--- src/rtl/reg_scoreboard_pkg.sv ---
// reg_scoreboard_pkg: shared types and sizing for the LC-3b decode-stage register scoreboard.
package reg_scoreboard_pkg;
    localparam int NUM_REGS = 8;
    localparam int CNT_W    = 2;
    localparam int STALL_W  = 16;
    localparam int REG_W    = $clog2(NUM_REGS);

    localparam logic [CNT_W-1:0] SB_CNT_MAX = '1;

    typedef logic [REG_W-1:0] lc3b_reg;

    typedef struct packed {
        logic    valid;
        lc3b_reg sr1;
        logic    sr1_use;
        lc3b_reg sr2;
        logic    sr2_use;
        lc3b_reg dest;
        logic    dest_use;
    } sb_dec_req;
endpackage

--- src/rtl/reg_scoreboard_if.sv ---
// reg_scoreboard_if: decode request, writeback/kill release and scoreboard status bundle.
interface reg_scoreboard_if;
    import reg_scoreboard_pkg::*;

    sb_dec_req            dec;
    logic                 freeze;
    logic                 wb_load;
    lc3b_reg              wb_dest;
    logic                 kill_valid;
    lc3b_reg              kill_dest;
    logic                 stall;
    logic                 issue;
    logic [NUM_REGS-1:0]  busy;
    logic [STALL_W-1:0]   stall_count;
    logic                 sb_error;

    modport master (
        output dec, freeze, wb_load, wb_dest, kill_valid, kill_dest,
        input  stall, issue, busy, stall_count, sb_error
    );

    modport slave (
        input  dec, freeze, wb_load, wb_dest, kill_valid, kill_dest,
        output stall, issue, busy, stall_count, sb_error
    );
endinterface

--- src/rtl/reg_scoreboard_sb_counter.sv ---
// sb_counter: pending-write counter for one register; net delta per cycle, clamped, with error pulse.
module sb_counter #(
    parameter int CNT_W = 2
) (
    input  logic             clk,
    input  logic             rst_n,
    input  logic             inc,
    input  logic             dec_w,
    input  logic             dec_k,
    output logic [CNT_W-1:0] count,
    output logic [CNT_W-1:0] count_next,
    output logic             err
);
    logic [CNT_W:0] up, dn, diff;
    logic           under, over;

    always_comb begin
        up         = {1'b0, count} + {{CNT_W{1'b0}}, inc};
        dn         = {{CNT_W{1'b0}}, dec_w} + {{CNT_W{1'b0}}, dec_k};
        diff       = up - dn;
        under      = up < dn;
        over       = !under && diff[CNT_W];
        count_next = under ? '0 : over ? '1 : diff[CNT_W-1:0];
        err        = under | over;
    end

    always_ff @(posedge clk or negedge rst_n) begin
        if (!rst_n) count <= '0;
        else        count <= count_next;
    end
endmodule

--- src/rtl/reg_scoreboard.sv ---
// reg_scoreboard: decode-stage hazard scheduler tracking in-flight register writes.
// Hazards use registered state only, so a writeback frees its register one cycle later.
module reg_scoreboard
    import reg_scoreboard_pkg::*;
(
    input logic             clk,
    input logic             rst_n,
    reg_scoreboard_if.slave sb
);
    sb_dec_req           d;
    logic [CNT_W-1:0]    count      [NUM_REGS];
    logic [CNT_W-1:0]    count_next [NUM_REGS];
    logic [NUM_REGS-1:0] inc, dec_w, dec_k, err, busy_next;
    logic [NUM_REGS-1:0] busy_q;
    logic [STALL_W-1:0]  stall_cnt;
    logic                err_q, hz1, hz2, hzf, stall, issue;

    assign d     = sb.dec;
    assign hz1   = d.sr1_use & busy_q[d.sr1];
    assign hz2   = d.sr2_use & busy_q[d.sr2];
    assign hzf   = d.dest_use & (count[d.dest] == SB_CNT_MAX);
    assign stall = d.valid & (hz1 | hz2 | hzf);
    assign issue = d.valid & ~stall & ~sb.freeze;

    genvar i;
    generate
        for (i = 0; i < NUM_REGS; i++) begin : g_reg
            assign inc[i]       = issue & d.dest_use & (d.dest == lc3b_reg'(i));
            assign dec_w[i]     = sb.wb_load & (sb.wb_dest == lc3b_reg'(i));
            assign dec_k[i]     = sb.kill_valid & (sb.kill_dest == lc3b_reg'(i));
            assign busy_next[i] = count_next[i] != '0;
            sb_counter #(.CNT_W(CNT_W)) u_cnt (
                .clk        (clk),
                .rst_n      (rst_n),
                .inc        (inc[i]),
                .dec_w      (dec_w[i]),
                .dec_k      (dec_k[i]),
                .count      (count[i]),
                .count_next (count_next[i]),
                .err        (err[i])
            );
        end
    endgenerate

    always_ff @(posedge clk or negedge rst_n) begin
        if (!rst_n) begin
            busy_q    <= '0;
            stall_cnt <= '0;
            err_q     <= 1'b0;
        end else begin
            busy_q <= busy_next;
            if (stall && !sb.freeze && stall_cnt != '1) stall_cnt <= stall_cnt + 1'b1;
            if (|err) err_q <= 1'b1;
        end
    end

    assign sb.stall       = stall;
    assign sb.issue       = issue;
    assign sb.busy        = busy_q;
    assign sb.stall_count = stall_cnt;
    assign sb.sb_error    = err_q;
endmodule
--- src/flat_wrapper.sv ---
// flat-port wrapper written by rule: the top's interface ports become plain ports
module reg_scoreboard_flat import reg_scoreboard_pkg::*;
  (clk, rst_n, sb_dec, sb_freeze, sb_wb_load, sb_wb_dest, sb_kill_valid, sb_kill_dest, sb_stall, sb_issue, sb_busy, sb_stall_count, sb_sb_error);
  reg_scoreboard_if sb_i ();
  input logic clk;
  input logic rst_n;
  input wire logic [$bits(sb_i.dec)-1:0] sb_dec;
  input wire logic [$bits(sb_i.freeze)-1:0] sb_freeze;
  input wire logic [$bits(sb_i.wb_load)-1:0] sb_wb_load;
  input wire logic [$bits(sb_i.wb_dest)-1:0] sb_wb_dest;
  input wire logic [$bits(sb_i.kill_valid)-1:0] sb_kill_valid;
  input wire logic [$bits(sb_i.kill_dest)-1:0] sb_kill_dest;
  output wire logic [$bits(sb_i.stall)-1:0] sb_stall;
  output wire logic [$bits(sb_i.issue)-1:0] sb_issue;
  output wire logic [$bits(sb_i.busy)-1:0] sb_busy;
  output wire logic [$bits(sb_i.stall_count)-1:0] sb_stall_count;
  output wire logic [$bits(sb_i.sb_error)-1:0] sb_sb_error;
  assign sb_i.dec = sb_dec;
  assign sb_i.freeze = sb_freeze;
  assign sb_i.wb_load = sb_wb_load;
  assign sb_i.wb_dest = sb_wb_dest;
  assign sb_i.kill_valid = sb_kill_valid;
  assign sb_i.kill_dest = sb_kill_dest;
  assign sb_stall = sb_i.stall;
  assign sb_issue = sb_i.issue;
  assign sb_busy = sb_i.busy;
  assign sb_stall_count = sb_i.stall_count;
  assign sb_sb_error = sb_i.sb_error;
  reg_scoreboard u_core (.clk(clk), .rst_n(rst_n), .sb(sb_i));
endmodule
--- config.mk ---
export PLATFORM = sky130hd
export DESIGN_NAME = reg_scoreboard_flat
export DESIGN_NICKNAME = d
export VERILOG_FILES = /design/src/rtl/reg_scoreboard_pkg.sv /design/src/rtl/reg_scoreboard_if.sv /design/src/rtl/reg_scoreboard_sb_counter.sv /design/src/rtl/reg_scoreboard.sv /design/src/flat_wrapper.sv
export SDC_FILE = /design/constraint.sdc
export NUM_CORES = 1
export LEC_CHECK = 0
export CORE_ASPECT_RATIO = 1.2
export CORE_MARGIN = 2
export CORE_UTILIZATION = 54
export DETAILED_ROUTE_END_ITERATION = 12
export MAX_ROUTING_LAYER = met4
export PLACE_DENSITY = 0.81
export SLEW_MARGIN = 15
export SYNTH_ARGS = -nofsm -noshare
export SYNTH_HDL_FRONTEND = slang
export SYNTH_SLANG_ARGS = --single-unit
--- constraint.sdc ---
create_clock -name clk -period 4.6 [get_ports clk]
set_input_delay 0.69 -clock clk [delete_from_list [all_inputs] [get_ports clk]]
set_output_delay 0.69 -clock clk [all_outputs]
set_load 0.1 [all_outputs]
* After elaboration in Yosys (flattened, before gate mapping)
Index checks and enable logic that the tools add are counted.
** Operators by class
- Multiplexer cells :: 23
- Equal/unequal tests :: 23
- Multiply operators :: 0
- Shift operators :: 0
- Div/mod/pow operators :: 0
- Bitwise operators :: 44
- Order comparisons :: 11
- Reductions and logical operators :: 31
- Add/subtract/negate cells :: 25
** Operator list (number)
- $eq 3x3->1 const B :: 12
- $mux 2 :: 18
- $and 1x1->1 :: 31
- $add 2x1->3 :: 8
- $lt 3x2->1 :: 8
- $sub 3x2->3 :: 8
- $eq 3x2->1 const B :: 6
- $add 1x1->2 :: 8
- $add 16x1->16 const B :: 1
- $ne 16x16->1 const B :: 1
- $reduce_bool 2->1 :: 8
- $logic_and 1x1->1 :: 10
- $or 1x1->1 :: 10
- $eq 3x1->1 const B :: 3
- $logic_not 1->1 :: 9
- $logic_not 3->1 :: 3
- $lt 3x4->1 const B :: 2
- $reduce_or 8->1 :: 1
- $bmux 1 s3 :: 2
- $bmux 2 s3 :: 1
- $ge 4x4->1 const B :: 1
- $not 3->4 :: 1
- $eq 2x2->1 const B :: 1
- $mux 1 :: 2
- $not 1->1 :: 2
** Word-level totals
- Bits in latches :: 0
- Logic and storage cells :: 168
- Memories kept :: 0
- Register bits after elaboration :: 41
- RAM bits :: 0
- Output and inout port bits :: 27
- ROM bits :: 0

* Longest topological paths before layout
- Depth after elaboration :: 20
- Mapped depth :: 16

* By module
Synthesis repeated with hierarchy kept, for this count alone.
** Unflattened totals
- Cells, all modules :: 337
- Area total of the unflattened synthesis :: 3249.4 um^2
** Modules (own cells, without submodules)
- reg_scoreboard :: area each 1487.7 um^2, sequential area each 625.6 um^2, cells an instance 163, times used 1
- sb_counter at u_core.g_reg[0].u_cnt ... :: area each 225.2 um^2, sequential area each 50.0 um^2, cells an instance 22, times used 6
- sb_counter at u_core.g_reg[6].u_cnt ... :: area each 205.2 um^2, sequential area each 50.0 um^2, cells an instance 21, times used 2

* Least setup slack after synthesis
No wires, ideal clock.
- Path kind :: reg2reg
- Start point :: register u_core.busy_q[3] (netlist: u_core.sb.busy[3])
- End point :: register u_core.err_q (netlist: u_core.sb.sb_error)
- Setup slack :: 321 ps
- Buffers on the path :: 1
- Cell stages (with the launch flop) :: 16
- Required time :: 4460 ps
- Arrival time :: 4140 ps
- Path through :: dfrtp_1 mux4_1 mux2_2 a32oi_2 nand3_2 or2_1 buf_6 nor4b_4 ha_1 ha_1 inv_1 fa_1 xnor2_1 nand4_1 nor4b_1 nand4_1
** Between the ends
- Word-level cells in the longest chain between the ends :: 17
- Elaborated cells between the ends (all ways) :: 70
- Those cells by class :: add/sub: 16; order compare: 8; mux: 4; bitwise: 25; reduce/logical: 17
** RTL lines
- from (decl) :: line reg_scoreboard.sv:14 : logic [NUM_REGS-1:0] busy_q;
- from (signal assigned) :: line reg_scoreboard.sv:51 : busy_q <= busy_next;
- $bmux 1 s3 (on tied branches) :: line reg_scoreboard.sv:19, reg_scoreboard.sv:20
- $mux 1 (on tied branches) :: line reg_scoreboard.sv:19, reg_scoreboard.sv:20
- $and 1x1->1 (on tied branches) :: line reg_scoreboard.sv:19, reg_scoreboard.sv:20
- $or 1x1->1 (*) (2 in series) :: line reg_scoreboard.sv:22 : assign stall = d.valid & (hz1 | hz2 | hzf);
- $and 1x1->1 (*) :: line reg_scoreboard.sv:22
- $not 1->1 (*) :: line reg_scoreboard.sv:23 : assign issue = d.valid & ~stall & ~sb.freeze;
- $and 1x1->1 (*) (2 in series) :: line reg_scoreboard.sv:23
- $and 1x1->1 (*) :: line reg_scoreboard.sv:28 : assign inc[i] = issue & d.dest_use & (d.dest == lc3b_reg'(i));
- $and 1x1->1 :: line reg_scoreboard.sv:28
- $add 2x1->3 :: line reg_scoreboard_sb_counter.sv:18 : up = {1'b0, count} + {{CNT_W{1'b0}}, inc};
- $lt 3x2->1 :: line reg_scoreboard_sb_counter.sv:21 : under = up < dn;
- $logic_not 1->1 :: line reg_scoreboard_sb_counter.sv:22 : over = !under && diff[CNT_W];
- $logic_and 1x1->1 :: line reg_scoreboard_sb_counter.sv:22
- $or 1x1->1 :: line reg_scoreboard_sb_counter.sv:24 : err = under | over;
- $reduce_or 8->1 (*) :: line reg_scoreboard.sv:53 : if (|err) err_q <= 1'b1;
- to (signal assigned) :: line reg_scoreboard.sv:49 : err_q <= 1'b0;
- to (signal assigned) :: line reg_scoreboard.sv:53
- to (decl) :: line reg_scoreboard.sv:16 : logic err_q, hz1, hz2, hzf, stall, issue;
Mark *: on every way between the ends. The rest lies on a longest branch, timed or not. The select of a mux whose other input is x is not followed.
A chain may end at the register's enable or synchronous reset.

* Worst setup path after layout
- Start point :: input port sb_dec[9]
- End point :: register u_core.err_q (netlist: u_core.sb.sb_error)
** Between the ends
- Word-level cells in the longest chain between the ends :: 17
- Elaborated cells between the ends (all ways) :: 67
- Those cells by class :: add/sub: 16; order compare: 8; mux: 2; bitwise: 24; reduce/logical: 17
** RTL lines
- from (decl) :: line flat_wrapper.sv:7 : input wire logic [$bits(sb_i.dec)-1:0] sb_dec;
- $bmux 1 s3 (*) :: line reg_scoreboard.sv:19 : assign hz1 = d.sr1_use & busy_q[d.sr1];
- $mux 1 (not written as such) (*) :: line reg_scoreboard.sv:19
- $and 1x1->1 (*) :: line reg_scoreboard.sv:19
- $or 1x1->1 (*) (2 in series) :: line reg_scoreboard.sv:22
- $and 1x1->1 (*) :: line reg_scoreboard.sv:22
- $not 1->1 (*) :: line reg_scoreboard.sv:23
- $and 1x1->1 (*) (2 in series) :: line reg_scoreboard.sv:23
- $and 1x1->1 (*) :: line reg_scoreboard.sv:28
- $and 1x1->1 :: line reg_scoreboard.sv:28
- $add 2x1->3 :: line reg_scoreboard_sb_counter.sv:18
- $lt 3x2->1 :: line reg_scoreboard_sb_counter.sv:21
- $logic_not 1->1 :: line reg_scoreboard_sb_counter.sv:22
- $logic_and 1x1->1 :: line reg_scoreboard_sb_counter.sv:22
- $or 1x1->1 :: line reg_scoreboard_sb_counter.sv:24
- $reduce_or 8->1 (*) :: line reg_scoreboard.sv:53
Marks and branches as above.

==> impl_metrics.ini <==
[timing]
slew_viol_final = 0
finalCritPeriodShare_pct = 94.7
slew_headroom_pct = 34.0
tns_ps = 0
setup_slack_ps = 246
finalSetupViolations = 0
period_needed_ps = 4350
worstMarginPinSlew_ps = 987
whs_ps = 522
max_clock_freq_mhz = 230
hold_violations = 0
finalClockSkew_ps = 9.57
rsz0062_at_grt = false

[final_layout]
nFillCells = 400
nNetsFinal = 441
post-route-util_pct = 71.9
syn_to_final_growth_pct = 27.2
fin_area_um2 = 3860
drive_gt1_share_pct = 11.4
fin_cells = 431
antenna_cells = 0

[critical_path]
crit_arrival_ps = 4510
crit_type = in -> reg
r2r_cells = 14
cp-start-kind = primary input
crit_path_start = sb_dec[9]
end_kind = flop
crit_cells = 15
cp.required_ps = 4760
crit_end = u_core.sb.sb_error$_DFFE_PN0P_
path_buf_inv = 2
cp_slowest_cell = mux4_1
reg2reg_setup_slack_ps = 760
r2r-end = u_core.sb.sb_error$_DFFE_PN0P_
path_max_fanout = 6
cpLargestDelayFamily = simple AND/OR/NAND/NOR gates
r2r_start = u_core.sb.busy[3]$_DFF_PN0_
cp_cell_sequence = clkdlybuf4s50_1, mux4_1, mux2_2, a32oi_2, nand3_2, or2_4, nor4b_4, ha_1, ha_1, inv_1, fa_1, xnor2_1, nand4_1, nor4b_2, nand4_1
cp_slowest_stage_delay_ps = 550

[yosys]
synth_cell_types = 41
synth_fp_nets = 369
synth_top_area_share_pct = 33.8
synth_top_area_cell = dfrtp_1
ys.flop_type = dfrtp_1
synth_edf_count = 0
yosysSeqAreaShare_pct = 33.8
yosysWarnings = 0
synthCells = 296
ys_ff_latch = 41
avgSynthCellArea_um2 = 10.3
async_flop_share_pct = 100
ys_top_cells_by_area = dfrtp_1, ha_1, fa_1
syn_area_um2 = 3040

[die]
die_w_um = 72.5
num_io_pins = 51
fp.dieArea_um2 = 6240
core_um2 = 5370
die_h_um = 86.1
start_util_pct = 56.5
rows = 29

[global_routing]
overflow = 0
grt_max_degree = 42
antenna_found_initial = 0
grt_pass1_wl_um = 12200
grt_pass1_vias = 2675
track_usage_pct = 25.9

[power]
p_leak_nw = 1.72
p_total_mw = 2.02
ir_worst_vdd_v = 0.000295
power.density_nw_per_um2 = 523

[clock_tree]
cts_buffers = 5
clk_path_buf_depth = 2
clkTransAtPathRegs_ps = 80
root_buffer = clkbuf_8
cts_hold_buf = 0
cts_tree = built
cts_max_level = 2
clk_latency_ps = 290
clock_sinks = 41

[place]
place.gp.congestion = 0.917
dp_hpwl_um = 5810
numPortBuffers = 50
dp_cells = 423
placed_area_um2 = 3720
place_ws_ps = -207

[detailed_routing]
first_pass_iters = 4
wl_per_cell_um = 16.6
vias_per_cell = 5.81
routed_wl_um = 7150
drtIter0Drc = 151
drc = 0
vias = 2503
antenna_left = 0

[outcome]
status = complete, no violations

[run]
cap_violations = 0

[min_path]
hold_class = reg -> reg
==> layout by cell type, fill, tap and decap left out, types with 6 or more instances in the layout <==
cell and count:
dfrtp_1 41, inv_1 26, nor2_1 23, xnor2_1 18
ha_1 33, nor3_1 10, clkdlybuf4s50_1 47, nand3_1 8
clkbuf_8 6, nand4_1 9, and3_1 6, nand2b_1 9
buf_4 21, fa_1 16, nand2_1 19, a31oi_1 9
a21oi_1 23
==> layout make-up <==
cell class	instances	area, um^2	share of cell area, %
Timing Repair Buffer	69	633	16.4
Inverter	26	97.6	2.53
Tap cell	62	77.6	2.01
Sequential cell	41	1030	26.6
Multi-Input combinational cell	225	1910	49.5
Clock inverter	1	30.0	0.777
Clock buffer	7	86.3	2.24
==> logic make-up (layout without fill, tap and decap cells) <==
kind of cell	Yosys count	after routing	share of synthesized area [%]
xor gates and xnor gates	22	22	6.35
muxes	7	7	3.91
DFF	41	41	33.8
buffers and inverters	30	103	4.00
adders and majority gates	49	49	24.1
and+or+nand+nor	106	106	19.7
AOI/OAI and AO/OA	41	41	8.16
==> power by group <==
part | leakage, nW | internal (mW) | switching (mW) | total (mW)
clock network | 0.0585 | 0.177 | 0.124 | 0.300
registers | 0.525 | 0.479 | 0.120 | 0.599
logic | 1.14 | 0.354 | 0.767 | 1.12
total | 1.72 | 1.01 | 1.01 | 2.02
==> synth_stat cells (2+ instances only) <==
cell type and count:
o2111ai_1 2, nor3_1 10, nor4_1 5, nor3b_1 3, ha_1 33, nand3_1 8
and3_1 6, dfrtp_1 41, nand4_1 9, nand2_1 19, mux4_1 2, inv_1 26
nor2_1 23, nand2b_1 9, nor2b_1 2, fa_1 16, a21oi_1 23, o211ai_1 2
xor2_1 3, xnor2_1 19, nor4b_4 2, o21ai_0 2, a31oi_1 9, nand3b_1 3
mux2_2 3
==> worst min-delay path by stage <==
stage	startpoint	end	slack [ps]	cells after the start
global placement	u_core.sb.stall_count[5]$_DFFE_PN0P_	u_core.sb.stall_count[5]$_DFFE_PN0P_	480	1
global route	u_core.sb.stall_count[7]$_DFFE_PN0P_	u_core.sb.stall_count[7]$_DFFE_PN0P_	550	1
floorplan	rst_n	u_core.g_reg[0].u_cnt.count[0]$_DFF_PN0_	390	0
detailed placement	u_core.sb.stall_count[7]$_DFFE_PN0P_	u_core.sb.stall_count[7]$_DFFE_PN0P_	510	1
finish	u_core.sb.stall_count[7]$_DFFE_PN0P_	u_core.sb.stall_count[7]$_DFFE_PN0P_	520	1
CTS	u_core.sb.stall_count[7]$_DFFE_PN0P_	u_core.sb.stall_count[7]$_DFFE_PN0P_	520	1
==> routing by layer <==
layer	vias to the layer above	part of all wire, %	global-route usage (%)	wire length, um
li1	1195	-	-	-
met1	1199	41	30.3	2930
met2	87	50	44.0	3580
met3	22	5.5	4.82	395
met4	0	3.4	10.1	246
met5	-	0	-	0
==> state kept, by name, indices dropped and copies added (netlist names) <==
register               count
u_core.sb.busy             8
u_core.g.u_cnt.count      16
u_core.sb.stall_count     16
u_core.sb.sb_error         1
==> what timing repair did <==
action / CTS / global route
buffers inserted: 0 / 0
resized for setup: 0 / 4
hold endpoints to repair: 0 / 0
endpoints found under the setup margin: 0 / 1
(Power assumes the default switching activity.)
